## src/rtl/hazard5_instr_align_buf.sv

```systemverilog
// Instruction fetch alignment buffer: queues word-aligned fetch data and
// presents a halfword-aligned 32-bit instruction window to the decompressor.
// Stale fetch data that returns after a jump is dropped.
module hazard5_instr_align_buf #(
   parameter int unsigned FIFO_DEPTH = 2
) (
   input  logic        clk,
   input  logic        rst_n,
   input  logic        mem_addr_issue,
   input  logic        mem_data_vld,
   input  logic [31:0] mem_data,
   output logic        fetch_can_issue,
   input  logic        jump_now,
   input  logic        jump_target_hw,
   output logic [31:0] cir,
   output logic [1:0]  cir_vld,
   input  logic [1:0]  cir_use
);

   // Word FIFO as a flat shift register, entry 0 is the head
   logic [32*FIFO_DEPTH-1:0] fifo_q, fifo_d;
   logic [2:0]               fifo_cnt_q, fifo_cnt_d;
   // CIR: three halfword slots, slot 0 oldest; invalid slots are kept at zero
   logic [47:0]              cir_q, cir_d;
   logic [1:0]               cir_level_q, cir_level_d;
   logic [2:0]               outst_q, outst_d;
   logic [2:0]               discard_q, discard_d;
   logic                     hw_skip_q, hw_skip_d;

   logic        data_ok;
   logic [1:0]  level_after;
   logic [47:0] cir_shifted;
   logic [47:0] new_hw;
   logic [47:0] appended;
   logic [31:0] refill_word;
   logic        refill_want;
   logic        fifo_empty;
   logic        pop;
   logic        bypass;
   logic        push;
   logic [2:0]  push_idx;

   // Room for another request counts both buffered and in-flight words
   always_comb begin
      fetch_can_issue = ({1'b0, fifo_cnt_q} + {1'b0, outst_q}) < 4'(FIFO_DEPTH);
   end

   // Registered window; invalid slots already read as zero
   always_comb begin
      cir     = cir_q[31:0];
      cir_vld = (cir_level_q == 2'd3) ? 2'd2 : cir_level_q;
   end

   // Consume, refill, FIFO push/pop and bus bookkeeping
   always_comb begin
      data_ok     = mem_data_vld && (discard_q == 3'd0);
      level_after = cir_level_q - cir_use;

      unique case (cir_use)
         2'd0:    cir_shifted = cir_q;
         2'd1:    cir_shifted = {16'b0, cir_q[47:16]};
         2'd2:    cir_shifted = {32'b0, cir_q[47:32]};
         default: cir_shifted = '0;
      endcase

      refill_want = (level_after <= 2'd1);
      fifo_empty  = (fifo_cnt_q == 3'd0);
      pop         = refill_want && !fifo_empty;
      bypass      = refill_want && fifo_empty && data_ok;
      push        = data_ok && !bypass;
      refill_word = fifo_empty ? mem_data : fifo_q[31:0];

      // After a jump to an odd halfword only the upper half of the word is kept
      new_hw   = hw_skip_q ? {32'b0, refill_word[31:16]} : {16'b0, refill_word};
      appended = (level_after == 2'd0) ? new_hw : {new_hw[31:0], 16'b0};

      cir_d       = cir_shifted;
      cir_level_d = level_after;
      hw_skip_d   = hw_skip_q;
      if (pop || bypass) begin
         cir_d       = cir_shifted | appended;
         cir_level_d = level_after + (hw_skip_q ? 2'd1 : 2'd2);
         hw_skip_d   = 1'b0;
      end

      // Push lands just above whatever survives this cycle's pop
      push_idx   = fifo_cnt_q - {2'b0, pop};
      fifo_d     = pop ? (fifo_q >> 32) : fifo_q;
      fifo_cnt_d = fifo_cnt_q - {2'b0, pop};
      for (int i = 0; i < FIFO_DEPTH; i++) begin
         if (push && push_idx == 3'(i)) begin
            fifo_d[i*32 +: 32] = mem_data;
         end
      end
      if (push && push_idx < 3'(FIFO_DEPTH)) begin
         fifo_cnt_d = push_idx + 3'd1;
      end

      unique case ({mem_addr_issue, mem_data_vld})
         2'b10:   outst_d = outst_q + 3'd1;
         2'b01:   outst_d = (outst_q != 3'd0) ? outst_q - 3'd1 : 3'd0;
         default: outst_d = outst_q;
      endcase

      discard_d = discard_q;
      if (mem_data_vld && discard_q != 3'd0) begin
         discard_d = discard_q - 3'd1;
      end

      if (jump_now) begin
         // Everything in flight before the redirect is stale, including
         // data returning right now; an issue this cycle is for the new target
         cir_d       = '0;
         cir_level_d = 2'd0;
         fifo_d      = '0;
         fifo_cnt_d  = 3'd0;
         hw_skip_d   = jump_target_hw;
         discard_d   = (mem_data_vld && outst_q != 3'd0) ? outst_q - 3'd1 : outst_q;
      end
   end

   // State registers
   always_ff @(posedge clk or negedge rst_n) begin
      if (!rst_n) begin
         fifo_q      <= '0;
         fifo_cnt_q  <= 3'd0;
         cir_q       <= '0;
         cir_level_q <= 2'd0;
         outst_q     <= 3'd0;
         discard_q   <= 3'd0;
         hw_skip_q   <= 1'b0;
      end else begin
         fifo_q      <= fifo_d;
         fifo_cnt_q  <= fifo_cnt_d;
         cir_q       <= cir_d;
         cir_level_q <= cir_level_d;
         outst_q     <= outst_d;
         discard_q   <= discard_d;
         hw_skip_q   <= hw_skip_d;
      end
   end

endmodule

```

## config.mk

```make
export PLATFORM = sky130hd
export DESIGN_NAME = hazard5_instr_align_buf
export DESIGN_NICKNAME = d
export VERILOG_FILES = /design/src/rtl/hazard5_instr_align_buf.sv
export SDC_FILE = /design/constraint.sdc
export NUM_CORES = 1
export LEC_CHECK = 0
export BUFFER_PORTS_ARGS = -buffer_cell sky130_fd_sc_hd__clkbuf_2
export CELL_PAD_IN_SITES_DETAIL_PLACEMENT = 1
export CELL_PAD_IN_SITES_GLOBAL_PLACEMENT = 1
export CORE_UTILIZATION = 35
export CTS_BUF_LIST = sky130_fd_sc_hd__clkbuf_8 sky130_fd_sc_hd__clkbuf_16
export DETAILED_ROUTE_END_ITERATION = 8
export GPL_TIMING_DRIVEN = 0
export PLACE_DENSITY_LB_ADDON = 0.1
export SETUP_SLACK_MARGIN = 0.2
export SLEW_MARGIN = 20
export SYNTH_ARGS = -nofsm -noshare
export SYNTH_HDL_FRONTEND = slang
export SYNTH_SLANG_ARGS = --single-unit
export TNS_END_PERCENT = 100
```

## constraint.sdc

```tcl
create_clock -name clk -period 2.6 [get_ports clk]
set_input_delay 0.52 -clock clk [delete_from_list [all_inputs] [get_ports clk]]
set_output_delay 0.52 -clock clk [all_outputs]
set_load 0.02 [all_outputs]
```

; ---- Yosys cells after proc, flatten, opt, wreduce, memory -nomap -nowiden
; Cells that the tools add are included.
[classes]
bitwise = 1
n_eq_ne = 6
n_mux = 23
div = 0
reduce_logical = 25
addsub = 8
shift = 0
magnitude_cmp = 3
multipliers = 0
[op_table]
columns = operator, count
row1 = 2-to-1 mux 48 bit, 3
row2 = case mux 48 bit (3 select lines), 1
row3 = 2-to-1 mux 32 bit, 4
row4 = 2-to-1 mux 64 bit, 2
row5 = bitwise OR 48 bit, 1
row6 = 2-to-1 mux 3 bit, 6
row7 = nonzero test 3 bit, 4
row8 = logical AND 1 bit, 10
row9 = logical NOT 3 bit, 3
row10 = 2-to-1 mux 2 bit, 4
row11 = "adder 3 x 1 -> 3 bit, second input constant", 2
row12 = "equality test 2 bit, second input constant", 3
row13 = case mux 3 bit (2 select lines), 1
row14 = nonzero test 2 bit, 3
row15 = "subtractor 3 x 1 -> 3 bit, second input constant", 2
row16 = adder 3 x 3 -> 4 bit, 1
row17 = "equality test 2 x 1 -> 1 bit, second input constant", 2
row18 = logical NOT 2 bit, 2
row19 = "less-than comparator 4 x 2 -> 1 bit, second input constant", 1
row20 = "equality test 3 x 1 -> 1 bit, second input constant", 1
row21 = "less-than comparator 3 x 2 -> 1 bit, second input constant", 1
row22 = subtractor 3 x 1 -> 3 bit, 1
row23 = adder 2 bit, 1
row24 = "less-or-equal comparator 2 x 1 -> 1 bit, second input constant", 1
row25 = other kinds (4), 6
[word_totals]
ram_bits = 0
n_memories = 0
latchBits = 0
ff_bits = 124
mem_bits_ro = 0
inputBits = 40

; ---- Longest topological paths before layout
; Gate-level depths: netlist of run 1.
[depth]
depth_word = 9
mapped_depth = 13
ltp_nobuf = 10

; ---- Least setup slack after synthesis of run 1
; OpenSTA, ideal clock, no wires.
[synth_timing]
kind = input to register
from = input port cir_use[0]
to = register fifo_q[10]
path_slack_ns = -0.327
n_path_buf = 3
required_time_ns = 2.474
path_stages = 12
arrival_ns = 2.801
setup_time_ns = 0.126
path_cell_list = ha_1 -> xor3_1 -> buf_4 -> nor2_2 -> ha_1 -> ha_1 -> xnor2_1 -> nand4_1 -> and3_1 -> clkbuf_1 -> buf_2 -> a221o_1
[synth_between]
elab_chain_cells = 9
elab_cells_between_ends = 13
classes_between = add/sub: 2 / order compare: 1 / mux: 2 / reduce/logical: 8
[synth_rtl]
columns = item, line_no
row1 = from (decl), 17  ; input logic [1:0] cir_use
row2 = subtractor 2 bit (*), 57  ; level_after = cir_level_q - cir_use;
row3 = less-or-equal comparator 2 x 1 -> 1 bit (*), 66  ; refill_want = (level_after <= 2'd1);
row4 = branches (longest 7 deep; another with subtractor 3 x 1 -> 3 bit), n/a
row5 = to (signal assigned), 133  ; fifo_q <= fifo_d;
row6 = to (decl), 21  ; logic [32*FIFO_DEPTH-1:0] fifo_q, fifo_d;
; Mark *: on every way between the ends.
; A chain may end at the register's enable or synchronous reset.

; ---- Worst setup path after layout of run 1
[layout_timing]
from = register cir_level_q[0]
to = register fifo_q[30]
[layout_between]
elab_chain_cells = 9
elab_cells_between_ends = 13
classes_between = add/sub: 2 / order compare: 1 / mux: 2 / reduce/logical: 8
[layout_rtl]
columns = item, line_no
row1 = from (decl), 25  ; logic [1:0] cir_level_q, cir_level_d;
row2 = from (signal assigned), 136  ; cir_level_q <= cir_level_d;
row3 = subtractor 2 bit (*), 57
row4 = less-or-equal comparator 2 x 1 -> 1 bit (*), 66
row5 = branches (longest 7 deep; another with subtractor 3 x 1 -> 3 bit), n/a
; Marks and branches as above.

==> reports/metrics.yaml, run 1 <==
clk-insertion-delay-late_ps: 420
multi_input_area_mm2: 0.003303
switchingPower_mw: 3.042
grt_max_degree: 86
max_freq_mhz: 385.3
rr_endpoint: "fifo_q[30]"
row_count: 50
cts_inserted_buffers: 17
stdcell_count: 1063
num_io_pins: 75
hold_violations: 0
post_synth_num_cell_types: 51
worst-setup-path-type: "reg2reg"
overflow: 0
crit_slowest_cell: "dfrtp_1"
die_x_um: 142.2
ys_seq_elements: 124
final_antenna_net_count: 0
dieArea_mm2: 0.02022
critPathMaxFanout: 10
ys_warn_count: 0
design_area_mm2: 0.008793
p_clk_frac: 0.281
maxCapViolCount: 0
worst_slack_ps: 4.869
cts_max_level: 4
gp_congestion: 0.8244
critical_path.endpoint_type: "flip-flop"
layout_common_cells: "dfrtp_1 (121), clkbuf_2 (78), nor2_1 (57)"
layout-drive-gt1-share: 0.3026
syn-instance-count: 673
syn_nets: 729
cts_buffer_depth: 2
clk_pin_slew_ps: 60
drv_slew: 0
slew_headroom: 0.4683
grt_setup_unrepaired: "true"
finalPower_mw: 8.064
drc: 0
dp_hpwl_um: 16810
finalSetupTns_ps: 0
fin_hold_ws_ps: 22.62
yosysSeqAreaShare: 0.4511
fin_crit_sh: 0.9981
drtPass1Iterations: 5
status: "finished, final reports clean"
rrSetupSlack_ps: 5
nets: 846
pre_cts_ws_ps: -850.2
wl_per_cell_um: 21.97
synth-edff-count: 0
num_vias: 5801
core_mm2: 0.01896
cts_tree: "yes"
async_reset_ff_frac: 1.000
area_growth_pct: 27.83
arrival_ps: 2890
cp_cell_sequence: "inv_2, ha_4, xor3_2, buf_8, nor2_4, ha_4, ha_4, xnor2_4, nand4_1, and3_4, clkbuf_16, buf_8, a221o_1"
postPlaceCellArea_mm2: 0.007720
regArea_mm2: 0.003107
via_per_inst: 5.457
portBuffers: 73
p_seq_frac: 0.295
ctsRootBufferMaster: "clkbuf_16"
crit_required_ps: 2900
final_util: 0.4639
crit_top_cell: "ha_4"
synth_area_mm2: 0.006879
antenna_found_initial: 0
reg2regPathDepth: 13
ys.flop_type: "dfrtp_1"
internal-power_mw: 5.022
p_leak_nw: 4.258
routed_wl_um: 23360
finalClockSkew_ps: 5.080
powerDensity_mw_per_mm2: 917.0
first_iter_violations: 329
grt_pass1_vias: 6099
reg2reg_from: "cir_level_q[0]"
final_common_cell: "dfrtp_1"
p_comb_frac: 0.424
initial_core_util: 0.3629
fillers: 2129
fp.dieH_um: 142.2
finalSetupViolations: 0
ir_worst_vdd_mv: 0.4590
synth_area_per_cell_um2: 10.22
grt_first_pass_wirelength_um: 36460
startpoint_type: "flip-flop"
min_period_ps: 2595
slowest_delay_ps: 370
swShare: 0.3772
clock_sinks: 124
grtUsageTotal: 0.2453
insertedDiodeCount: 0
worstHoldPathType: "in2async"
tightest_slew_ps: 797.5
dp_cells: 1007
-- state kept, by name (all words and copies together), names as in the netlist --
register / cells
cir_q: 48
outst_q: 3
hw_skip_q: 1
fifo_cnt_q: 3
cir_level_q: 2
discard_q: 3
fifo_q: 64
-- cell type report --
cell class,instances,share of cell area
plain buffers,81,0.07527
multi-input cells,421,0.3756
flip-flops and latches,124,0.3533
well taps,260,0.03699
repair buffers,99,0.07513
clock buffers,21,0.05464
inverters,46,0.02020
clock inverters,11,0.008822
-- power groups by stage --
stage | Sequential (mW) | Combinational [mW] | Clock, mW
after CTS | 2.38 | 3.29 | 2.29
after global routing | 2.42 | 3.65 | 2.37
after floorplan | 2.33 | 2.02 | 0
after detailed placement | 2.41 | 2.92 | 0
final | 2.38 | 3.42 | 2.27
after global placement | 2.39 | 2.83 | 0
-- worst max-delay path, delay by kind of cell (launching register included) --
kind	cells	cell delay, ps
xor+xnor	2	420
buf+inv	4	530
compound gates	1	310
fa+ha+maj	3	400
simple gates	3	440
flops	1	370
-- how the worst max path moves through the flow --
stage                         startpoint  cells past startpoint         end
after floorplan               cir_use[1]                     11  fifo_q[10]
after global placement             rst_n                      1  outst_q[2]
after detailed placement      cir_use[0]                     13  fifo_q[30]
after CTS                 cir_level_q[0]                     13  fifo_q[11]
after global routing      cir_level_q[0]                     13  fifo_q[11]
final                     cir_level_q[0]                     13  fifo_q[30]
-- timing repair --
item,4_1_cts,5_1_grt
gates resized for setup,63,11
cloned,4,0
setup buffers,13,8
endpoints found under the setup margin,99,88
hold buffers,0,0
pin swaps,12,9
-- synthesized netlist by cell type (all sizes together), types with 2 or more instances --
cell | n | area share
a211oi | 6 | 0.0080
a21boi | 10 | 0.011
a21o | 2 | 0.0022
a21oi | 23 | 0.017
a221o | 32 | 0.047
a221oi | 15 | 0.019
a22o | 32 | 0.041
and3 | 3 | 0.0027
buf | 51 | 0.052
clkbuf | 31 | 0.017
dfrtp | 124 | 0.45
ha | 15 | 0.027
inv | 46 | 0.025
mux2 | 7 | 0.011
mux2i | 28 | 0.041
mux4 | 16 | 0.053
nand2 | 52 | 0.028
nand3 | 11 | 0.0080
nor2 | 59 | 0.033
nor2b | 3 | 0.0027
nor3 | 37 | 0.028
o211ai | 6 | 0.0065
o21ai | 24 | 0.017
o22ai | 2 | 0.0018
o311a | 10 | 0.015
or3 | 11 | 0.010
xnor2 | 2 | 0.0025
-- cells by family (layout without fill, tap and decap cells) --
group	after synthesis	count (layout)	share of synthesized area
buffers and inverters	128	258	0.09422
xor gates and xnor gates	4	4	0.007276
and+or+nand+nor	182	182	0.1182
DFF	124	124	0.4511
adders and majority gates	16	16	0.03019
AOI/OAI and AO/OA	168	168	0.1939
muxes	51	51	0.1051
-- layer usage --
layer,global-route usage,vias up,routed length [um]
li1,-,2662,-
met5,0,-,0
met3,0.03600,22,865
met1,0.3258,2993,10540
met2,0.4149,124,11600
met4,0.07018,0,348
(Power assumes the default switching activity.)
==> inputs of run 2 (changes only) <==
==> constraint.sdc (replaced) <==
create_clock -name clk -period 2.15 [get_ports clk]
set_input_delay 0.43 -clock clk [delete_from_list [all_inputs] [get_ports clk]]
set_output_delay 0.43 -clock clk [all_outputs]
set_load 0.02 [all_outputs]
==> run 2 against run 1 <==
Against the previous run:
- the flow now finishes with violations (negative setup slack)
- clock power up 31%
- clock skew increased by 4.3 ps
- utilization is 2.8 points higher
- via count is 1.1% higher
- power up 33%
- final cell count grew 1.5%
- largest power group unchanged
==> reports/metrics.yaml, run 2 (synthesized netlist as in run 1, its figures left out) <==
pre_cts_ws_ps: -1178
drt-met1-wl_um: 10710
finalPower_mw: 10.74
num_io_pins: 75
cts_buffer_depth: 2
critical_path.endpoint_type: "flip-flop"
status: "complete, but fails checks"
clk_pin_slew_ps: 60
wl_per_cell_um: 22.25
dp_hpwl_um: 16790
grt_pass1_vias: 6210
grt_first_pass_wirelength_um: 36920
worst_slack_ps: -488.1
cp_cell_sequence: "inv_2, ha_4, xor3_2, buf_12, nor2_4, ha_4, ha_4, xnor2_4, nand4_1, and3_4, buf_8, buf_8, a221o_1"
dp_cells: 1007
design_area_mm2: 0.009331
final_util: 0.4923
die_x_um: 142.2
powerDensity_mw_per_mm2: 1151
crit_slowest_cell: "dfrtp_1"
initial_core_util: 0.3629
fillers: 2094
postPlaceCellArea_mm2: 0.007764
critPathMaxFanout: 10
slew_headroom: 0.4310
p_leak_nw: 4.442
fin_hold_ws_ps: 36.96
insertedDiodeCount: 0
largest_register_ffs: 64
crit_required_ps: 2450
min_period_ps: 2638
overflow: 0
wl_met2_um: 11880
maxCapViolCount: 0
clk-insertion-delay-late_ps: 420
cts_inserted_buffers: 17
area_growth_pct: 35.65
ctsRootBufferMaster: "clkbuf_16"
final_antenna_net_count: 0
core_mm2: 0.01896
top_register: "fifo_q"
via_per_inst: 5.437
worst-setup-path-type: "reg2reg"
row_count: 50
gp_congestion: 0.7938
finalClockSkew_ps: 9.370
grt_setup_unrepaired: "true"
nets: 862
num_vias: 5867
drv_slew: 0
multi_input_area_mm2: 0.003523
fp.dieH_um: 142.2
finalSetupTns_ps: -29600
tightest_slew_ps: 853.5
drtPass1Iterations: 5
drc: 0
max_freq_mhz: 379.1
layout-drive-gt1-share: 0.3810
finalSetupViolations: 80
postCtsHoldBufs: 0
slowest_delay_ps: 370
cts_max_level: 4
dieArea_mm2: 0.02022
grt_max_degree: 73
cts_tree: "yes"
regArea_mm2: 0.003108
antenna_found_initial: 0
final_common_cell: "dfrtp_1"
stdcell_count: 1079
first_iter_violations: 326
worstHoldPathType: "in2async"
portBuffers: 73
routed_wl_um: 24000
fin_crit_sh: 1.227
layout_common_cells: "dfrtp_1 (120), clkbuf_2 (79), nor2_1 (56)"
failed_checks: "negative setup slack"
ir_worst_vdd_mv: 0.5877
crit_top_cell: "ha_4"
reg_top3: "fifo_q: 64 flops, cir_q: 48 flops"
hold_violations: 0
grtUsageTotal: 0.2474
clock_sinks: 124
wl_met3_um: 949
arrival_ps: 2930
top_layer_used: "met4"
startpoint_type: "flip-flop"
-- run 2: cell types whose count changed in the layout (fill, tap and decap cells not counted), moves of 5 or more --
cell | before | now
inv_1 | 46 | 41
a221oi_2 | 0 | 15
clkbuf_1 | 20 | 13
a21oi_2 | 0 | 12
a21oi_1 | 23 | 11
a221oi_1 | 15 | 0
-- run 2: metal layers --
metal | up-vias | global-route usage
met1 | 3006 | 0.3305
met3 | 28 | 0.04105
met4 | 0 | 0.08489
li1 | 2697 | -
met2 | 136 | 0.4061
met5 | - | 0
-- run 2: critical path: cells and delay by family, from the launching register on --
family / cells / cell delay (ps)
simple gates: 3 / 490
xor+xnor: 2 / 430
flops: 1 / 370
fa+ha+maj: 3 / 400
compound gates: 1 / 300
buf+inv: 4 / 510
-- run 2: timing repair --
item	4_1_cts	5_1_grt
gates cloned	5	5
pin swaps	24	57
setup buffers	24	7
resized for setup	96	57
setup endpoints to repair	119	119
-- run 2: final timing paths --
check	from	end	slack, ps	cells past startpoint
max in group asynchronous	rst_n	outst_q[0]	1380	2
worst max register to register	cir_level_q[0]	fifo_q[8]	-490	13
worst max-delay path	cir_level_q[0]	fifo_q[8]	-490	13
min in group clk	jump_target_hw	hw_skip_q	220	3
worst min register to register	fifo_q[43]	fifo_q[11]	510	1
worst min-delay path	rst_n	cir_q[3]	40	1
-- run 2: layout make-up --
cell class	instances	area share
Tap cell	260	0.03486
Clock inverter	13	0.01596
Buffer	81	0.07576
Sequential cell	124	0.3331
Multi-Input combinational cell	421	0.3776
Timing Repair Buffer	115	0.09493
Clock buffer	19	0.04854
Inverter	46	0.01931
-- run 2: report_power, final --
| part | switching, mW | internal [mW] | leakage (nW) |
|---|---|---|---|
| logic | 2.65 | 2.24 | 2.44 |
| registers | 0.262 | 2.62 | 1.71 |
| clock network | 1.10 | 1.87 | 0.292 |
| total | 4.02 | 6.72 | 4.44 |
